<file path="src/rtl/clint_rd_arbiter.sv">
// clint_rd_arbiter: two-master to one-slave AXI4-Lite read arbiter.
// Serialises IFU (m0) and LSU (m1) reads onto one read slave.
//
// Ports:
//   i_clock, i_reset  : clock, synchronous active-high reset
//   i_m0_* / o_m0_*   : master 0 (IFU) ar and r channels
//   i_m1_* / o_m1_*   : master 1 (LSU) ar and r channels
//   o_s_* / i_s_*     : shared slave ar and r channels
// Parameters:
//   ADDR_W, DATA_W    : ar address and r data widths
//   FIXED_PRIO        : 0 = round-robin, 1 = m1 wins every tie

module clint_rd_arbiter #(
  parameter int ADDR_W     = 32,
  parameter int DATA_W     = 32,
  parameter int FIXED_PRIO = 0
) (
  input  logic              i_clock,
  input  logic              i_reset,
  input  logic [ADDR_W-1:0] i_m0_araddr,
  input  logic              i_m0_arvalid,
  output logic              o_m0_arready,
  output logic [DATA_W-1:0] o_m0_rdata,
  output logic [1:0]        o_m0_rresp,
  output logic              o_m0_rvalid,
  input  logic              i_m0_rready,
  input  logic [ADDR_W-1:0] i_m1_araddr,
  input  logic              i_m1_arvalid,
  output logic              o_m1_arready,
  output logic [DATA_W-1:0] o_m1_rdata,
  output logic [1:0]        o_m1_rresp,
  output logic              o_m1_rvalid,
  input  logic              i_m1_rready,
  output logic [ADDR_W-1:0] o_s_araddr,
  output logic              o_s_arvalid,
  input  logic              i_s_arready,
  input  logic [DATA_W-1:0] i_s_rdata,
  input  logic [1:0]        i_s_rresp,
  input  logic              i_s_rvalid,
  output logic              o_s_rready
);

  typedef enum logic [1:0] {
    IDLE = 2'd0,
    ADDR = 2'd1,
    DATA = 2'd2
  } state_t;

  state_t state;
  state_t state_nxt;
  logic   grant;
  logic   grant_nxt;
  logic   last_grant;
  logic   last_nxt;
  logic   pick;
  logic   ar_hs;
  logic   r_hs;

  // Tie-break: round-robin favours whoever was not served last.
  always_comb begin
    pick = i_m1_arvalid;
    if (i_m0_arvalid && i_m1_arvalid) begin
      if (FIXED_PRIO != 0) pick = 1'b1;
      else                 pick = ~last_grant;
    end
  end

  assign ar_hs = (state == ADDR)
               && i_s_arready && o_s_arvalid;
  assign r_hs  = (state == DATA)
               && i_s_rvalid && o_s_rready;

  always_ff @(posedge i_clock) begin
    if (i_reset) begin
      state      <= IDLE;
      grant      <= 1'b0;
      last_grant <= 1'b1;
    end else begin
      state      <= state_nxt;
      grant      <= grant_nxt;
      last_grant <= last_nxt;
    end
  end

  always_comb begin
    state_nxt = state;
    grant_nxt = grant;
    last_nxt  = last_grant;
    unique case (state)
      IDLE: begin
        if (i_m0_arvalid || i_m1_arvalid) begin
          state_nxt = ADDR;
          grant_nxt = pick;
        end
      end
      ADDR: begin
        if (ar_hs) state_nxt = DATA;
      end
      DATA: begin
        if (r_hs) begin
          state_nxt = IDLE;
          last_nxt  = grant;
        end
      end
      default: state_nxt = IDLE;
    endcase
  end

  always_comb begin
    o_s_araddr   = '0;
    o_s_arvalid  = 1'b0;
    o_m0_arready = 1'b0;
    o_m1_arready = 1'b0;
    o_s_rready   = 1'b0;
    o_m0_rvalid  = 1'b0;
    o_m0_rdata   = '0;
    o_m0_rresp   = 2'b00;
    o_m1_rvalid  = 1'b0;
    o_m1_rdata   = '0;
    o_m1_rresp   = 2'b00;
    if (state == ADDR) begin
      if (grant) begin
        o_s_araddr   = i_m1_araddr;
        o_s_arvalid  = i_m1_arvalid;
        o_m1_arready = i_s_arready;
      end else begin
        o_s_araddr   = i_m0_araddr;
        o_s_arvalid  = i_m0_arvalid;
        o_m0_arready = i_s_arready;
      end
    end
    if (state == DATA) begin
      if (grant) begin
        o_s_rready  = i_m1_rready;
        o_m1_rvalid = i_s_rvalid;
        o_m1_rdata  = i_s_rdata;
        o_m1_rresp  = i_s_rresp;
      end else begin
        o_s_rready  = i_m0_rready;
        o_m0_rvalid = i_s_rvalid;
        o_m0_rdata  = i_s_rdata;
        o_m0_rresp  = i_s_rresp;
      end
    end
  end

endmodule

</file>
<file path="config.mk">
export PLATFORM = sky130hd
export DESIGN_NAME = clint_rd_arbiter
export DESIGN_NICKNAME = d
export VERILOG_FILES = /design/src/rtl/clint_rd_arbiter.sv
export SDC_FILE = /design/constraint.sdc
export NUM_CORES = 1
export LEC_CHECK = 0
export CAP_MARGIN = 10
export CORE_AREA = 2 2 83 85
export CTS_CLUSTER_DIAMETER = 60
export DETAILED_ROUTE_END_ITERATION = 8
export DIE_AREA = 0 0 85 87
export PLACE_DENSITY = 0.78
export RECOVER_POWER = 50
export SLEW_MARGIN = 0
export SYNTH_ARGS = -nofsm -noshare
export SYNTH_HDL_FRONTEND = slang
export SYNTH_SLANG_ARGS = --single-unit
</file>
<file path="constraint.sdc">
create_clock -name i_clock -period 2.45 [get_ports i_clock]
set_input_delay 0.3675 -clock i_clock [delete_from_list [all_inputs] [get_ports i_clock]]
set_output_delay 0.3675 -clock i_clock [all_outputs]
set_load 0.05 [all_outputs]
</file>
---- After elaboration in Yosys (flattened, before gate mapping) ----
Index checks and enable logic that the tools add are counted.
cells by class
  eq/ne operators ......................... 5
  multiplexer cells ....................... 27
  bitwise logic cells ..................... 1
  reductions and logical operators ........ 10
operator list
  operator                                              count
  two-way mux 32 bit                                    6
  two-way mux 2 bit                                     7
  two-way mux 1 bit                                     13
  inequality test 2 bit (second input constant)         3
  case mux 2 bit (3 select lines)                       1
  logical AND 1 bit                                     5
  AND reduction 2 bit                                   2
  AND reduction 3 bit                                   1
  equality test 2 x 1 -> 1 bit (second input constant)  1
  equality test 2 bit (second input constant)           1
  zero test 2 bit                                       1
  logical OR 1 bit                                      1
  NOT 1 bit                                             1
storage, ports and cells
  register bits after elaboration ......... 4
  input port bits ......................... 106
  output and inout bits ................... 106
  word-level logic and storage cells ...... 46

---- Logic depth before layout (Yosys ltp) ----
  depth in word-level cells ............... 5
  gate-level depth with buffers ........... 4
  depth with buffers taken out ............ 3

---- Least setup slack after synthesis ----
OpenSTA, ideal clock, no wires.
  kind .................................... register -> output
  start point ............................. register grant
  end point ............................... output port o_m0_arready
  arrival time ............................ 1.803 ns
  required time ........................... 2.082 ns
  setup slack ............................. 0.279 ns
  stages on the path, launching flop included .. 4
  path buffers ............................ 2
  cells stage by stage .................... dfxtp_1 > buf_4 > buf_4 > nor3b_1
on the way
  longest elaborated chain between the ends .. 2
RTL lines
  what                      RTL line  text
  start: declaration        51        logic grant;
  start signal: assignment  80        grant <= grant_nxt;
  two-way mux 1 bit         122       if (grant) begin
  two-way mux 1 bit         121       if (state == ADDR) begin
  end: declaration          22        output logic o_m0_arready,
Every way passes these cells.

---- Final worst setup path ----
  start point ............................. input port i_m0_arvalid
  end point ............................... output port o_s_arvalid
on the way
  longest elaborated chain between the ends .. 2
RTL lines
  what                RTL line  text
  start: declaration  21        input logic i_m0_arvalid,
  two-way mux 1 bit   122
  two-way mux 1 bit   121
  end: declaration    35        output logic o_s_arvalid,
Every way passes these cells.

==> run metrics <==
outcome=complete, no violations; Yosys top cell area share=36.2%; Worst-Skew Late Latency=0.22 ns; Switching Fraction=45.2%; I/O pin cnt=212; CP startpoint kind=primary input; largest net degree at the start of global routing=36; pwr dens=224 nW/um^2; # port buffers=211; die area=7400 um^2; dominant synthesized flop cell=dfxtp_1; VDD IR max=0.000251 V; sequential fraction of the synthesis area=6.63%; final net count=490; CTS buffer count=3; core area=between 6000 and 7000 um^2; Final HPWL DP=5720 um; vias in the first global route=1896; post-route cell area=4040 um^2; H-Tree Depth=1; Vias per Instance=4.34; Worst setup EP type=output port; critical path class=primary input to output port; Register Area=81.3 um^2; async set-reset flop share out of synthesis=0%; switching pwr=0.408 mW; Setup-failing EPs final=0; Pins Over Slew Limit=0; synth unique cells=22; GRT overflow=0; FMAX=467 MHz; CTS Buffer Depth=2; CTS tree=built; synthesized area=1210 um^2; Commonest cells post-synth=70 x and2_1, 37 x nor2_1, 34 x mux2i_1, 10 x buf_2; Post-DP Area=4070 um^2; Min Clock Period, post-route=2.14 ns; top cells by area, synth=and2_1 36%, mux2i_1 28%, nor2_1 11%, dfxtp_1 6.6%, buf_2 4.1%; leading area contributor after synthesis=and2_1; # hold bufs at CTS=0; number of routed nets with antenna violations=0; first-pass GRT wire length=9310 um; Root Driver=clkbuf_8; Final GP Congestion=0.808; sequential share of power=8.4%; worst min path class=flip-flop to flip-flop; Max-Cap Viols=0; Gate Count Post-Synth=around 180; Fin Setup TNS=0 ns; CTS sink cnt=4; Initial Util=between 10% and 20%; combinational share of power=76.4%; most frequent cell after synthesis=and2_1; setup repair bufs after CTS=0; worst-path maximum fanout=4; Worst Path Required=about 2.1 ns; leakage=around 1.6 nW; row count=30; Vias=between 2k and 2.5k; final hold violation count=0; EDFF count, synth=0; DRC errors left=0; gr usage total=15.7%; Critical Path AT=roughly 1.8 ns; Avg WL per Cell=14.0 um; Tightest Pin Transition=0.618 ns; area grow syn2layout=234%; FILL cells=542; Multi-input gate area=1040 um^2; Reg clk slew, reported paths=0.03 ns; drt total wl=6460 um; Yosys reg bits=4; post-cts resize count=0; die width=between 80 and 90 um; drt initial violations=36; final worst path period share=87.4%; # diodes=0; Pre-antenna DRT Iters=4; total power=roughly 0.90 mW; RSZ-0062 raised after global routing=false; Worst Clk Skew=about 0.0024 ns; initial antenna violation count=0; Die H=87 um; Clk pwr share=15.2%; Syn Area/Cell=6.79 um^2; cell-internal power=0.495 mW; Rel. slew slack=59.0%; synth warn=0; syn_nets=284; share of cells above drive strength 1=between 30% and 40%
==> area by class of cell <==
cell class | instances | share of cell area [%]
multi-input combinational | 158 | 25.6
inverter | 2 | 0.186
timing repair buffer | 215 | 68.7
tap | 80 | 2.48
clock buffer | 3 | 1.02
sequential | 4 | 2.01
==> through the flow <==
| step | worst slack [ns] | utilization (%) | std cells | hold WS, ns |
|---|---|---|---|---|
| 2_1_floorplan | 0.279 | - | 178 | 0.437 |
| 3_3_place_gp | 0.594 | 62.0 | 459 | 0.512 |
| 3_5_place_dp | 0.581 | 62.0 | 459 | 0.524 |
| 4_1_cts | 0.417 | 62.6 | 462 | 0.532 |
| 5_1_grt | 0.216 | 61.5 | 462 | 0.584 |
| 6_report | 0.309 | 61.5 | 462 | 0.543 |
==> routing by layer <==
metal | wire (um) | GRT usage [%] | vias to the layer above
met4 | 142 | 5.34 | 0
met3 | 543 | 2.84 | 10
met1 | 2290 | 15.9 | 880
met2 | 3490 | 31.8 | 137
li1 | - | - | 978
met5 | 0 | 0 | -
==> sequential cells by signal, indices dropped and copies added (netlist names) <==
signal      count
grant           1
last_grant      1
state           2
==> kinds of logic after synthesis <==
| family | share of synthesized area, % |
|---|---|
| buf+inv | 7.25 |
| flops | 6.63 |
| mux | 29.1 |
| compound gates | 2.79 |
| simple gates | 54.2 |
==> critical path, cell delays in order <==
cell and delay (ns):
dlygate4sd3_1 0.59, mux2_1 0.18, nor2b_1 0.14, clkbuf_1 0.50
==> power by group through the flow <==
stage	clock network, mW	logic [mW]	registers, mW
detailed placement	0	0.715	0.0778
CTS	0.140	0.716	0.0768
global route	0.142	0.726	0.0766
global placement	0	0.707	0.0767
floorplan	0	0.356	0.0738
finish	0.137	0.690	0.0763
==> cell usage in the layout, fill, tap and decap left out <==
| cell type | instances |
|---|---|
| dfxtp_1 | 3 |
| inv_1 | 2 |
| and2_1 | 37 |
| mux2i_1 | 34 |
| nand2b_4 | 1 |
| nand3_1 | 1 |
| nor2_2 | 2 |
| clkbuf_8 | 3 |
| nor3b_1 | 2 |
| nand4_1 | 1 |
| mux2_1 | 1 |
| a21oi_1 | 1 |
| dfxtp_2 | 1 |
| dlygate4sd3_1 | 1 |
| clkbuf_2 | 13 |
| nand2_1 | 1 |
| and2_0 | 33 |
| clkbuf_4 | 1 |
| nor3_1 | 1 |
| clkbuf_1 | 2 |
| nor2b_1 | 1 |
| a31oi_1 | 1 |
| buf_12 | 75 |
| nand2b_1 | 1 |
| nor2_1 | 37 |
| clkdlybuf4s50_1 | 104 |
| o31ai_1 | 2 |
| buf_4 | 19 |
| a21o_1 | 1 |
==> final timing paths <==
kind	from	endpoint	slack [ns]	depth (start not counted)
worst min register to register	state[0]	state[0]	0.54	1
worst max register to register	grant	last_grant	1.21	3
worst min-delay path	state[0]	state[0]	0.54	1
worst max-delay path	i_m0_arvalid	o_s_arvalid	0.31	4
Power figures use the tool's default switching activity.
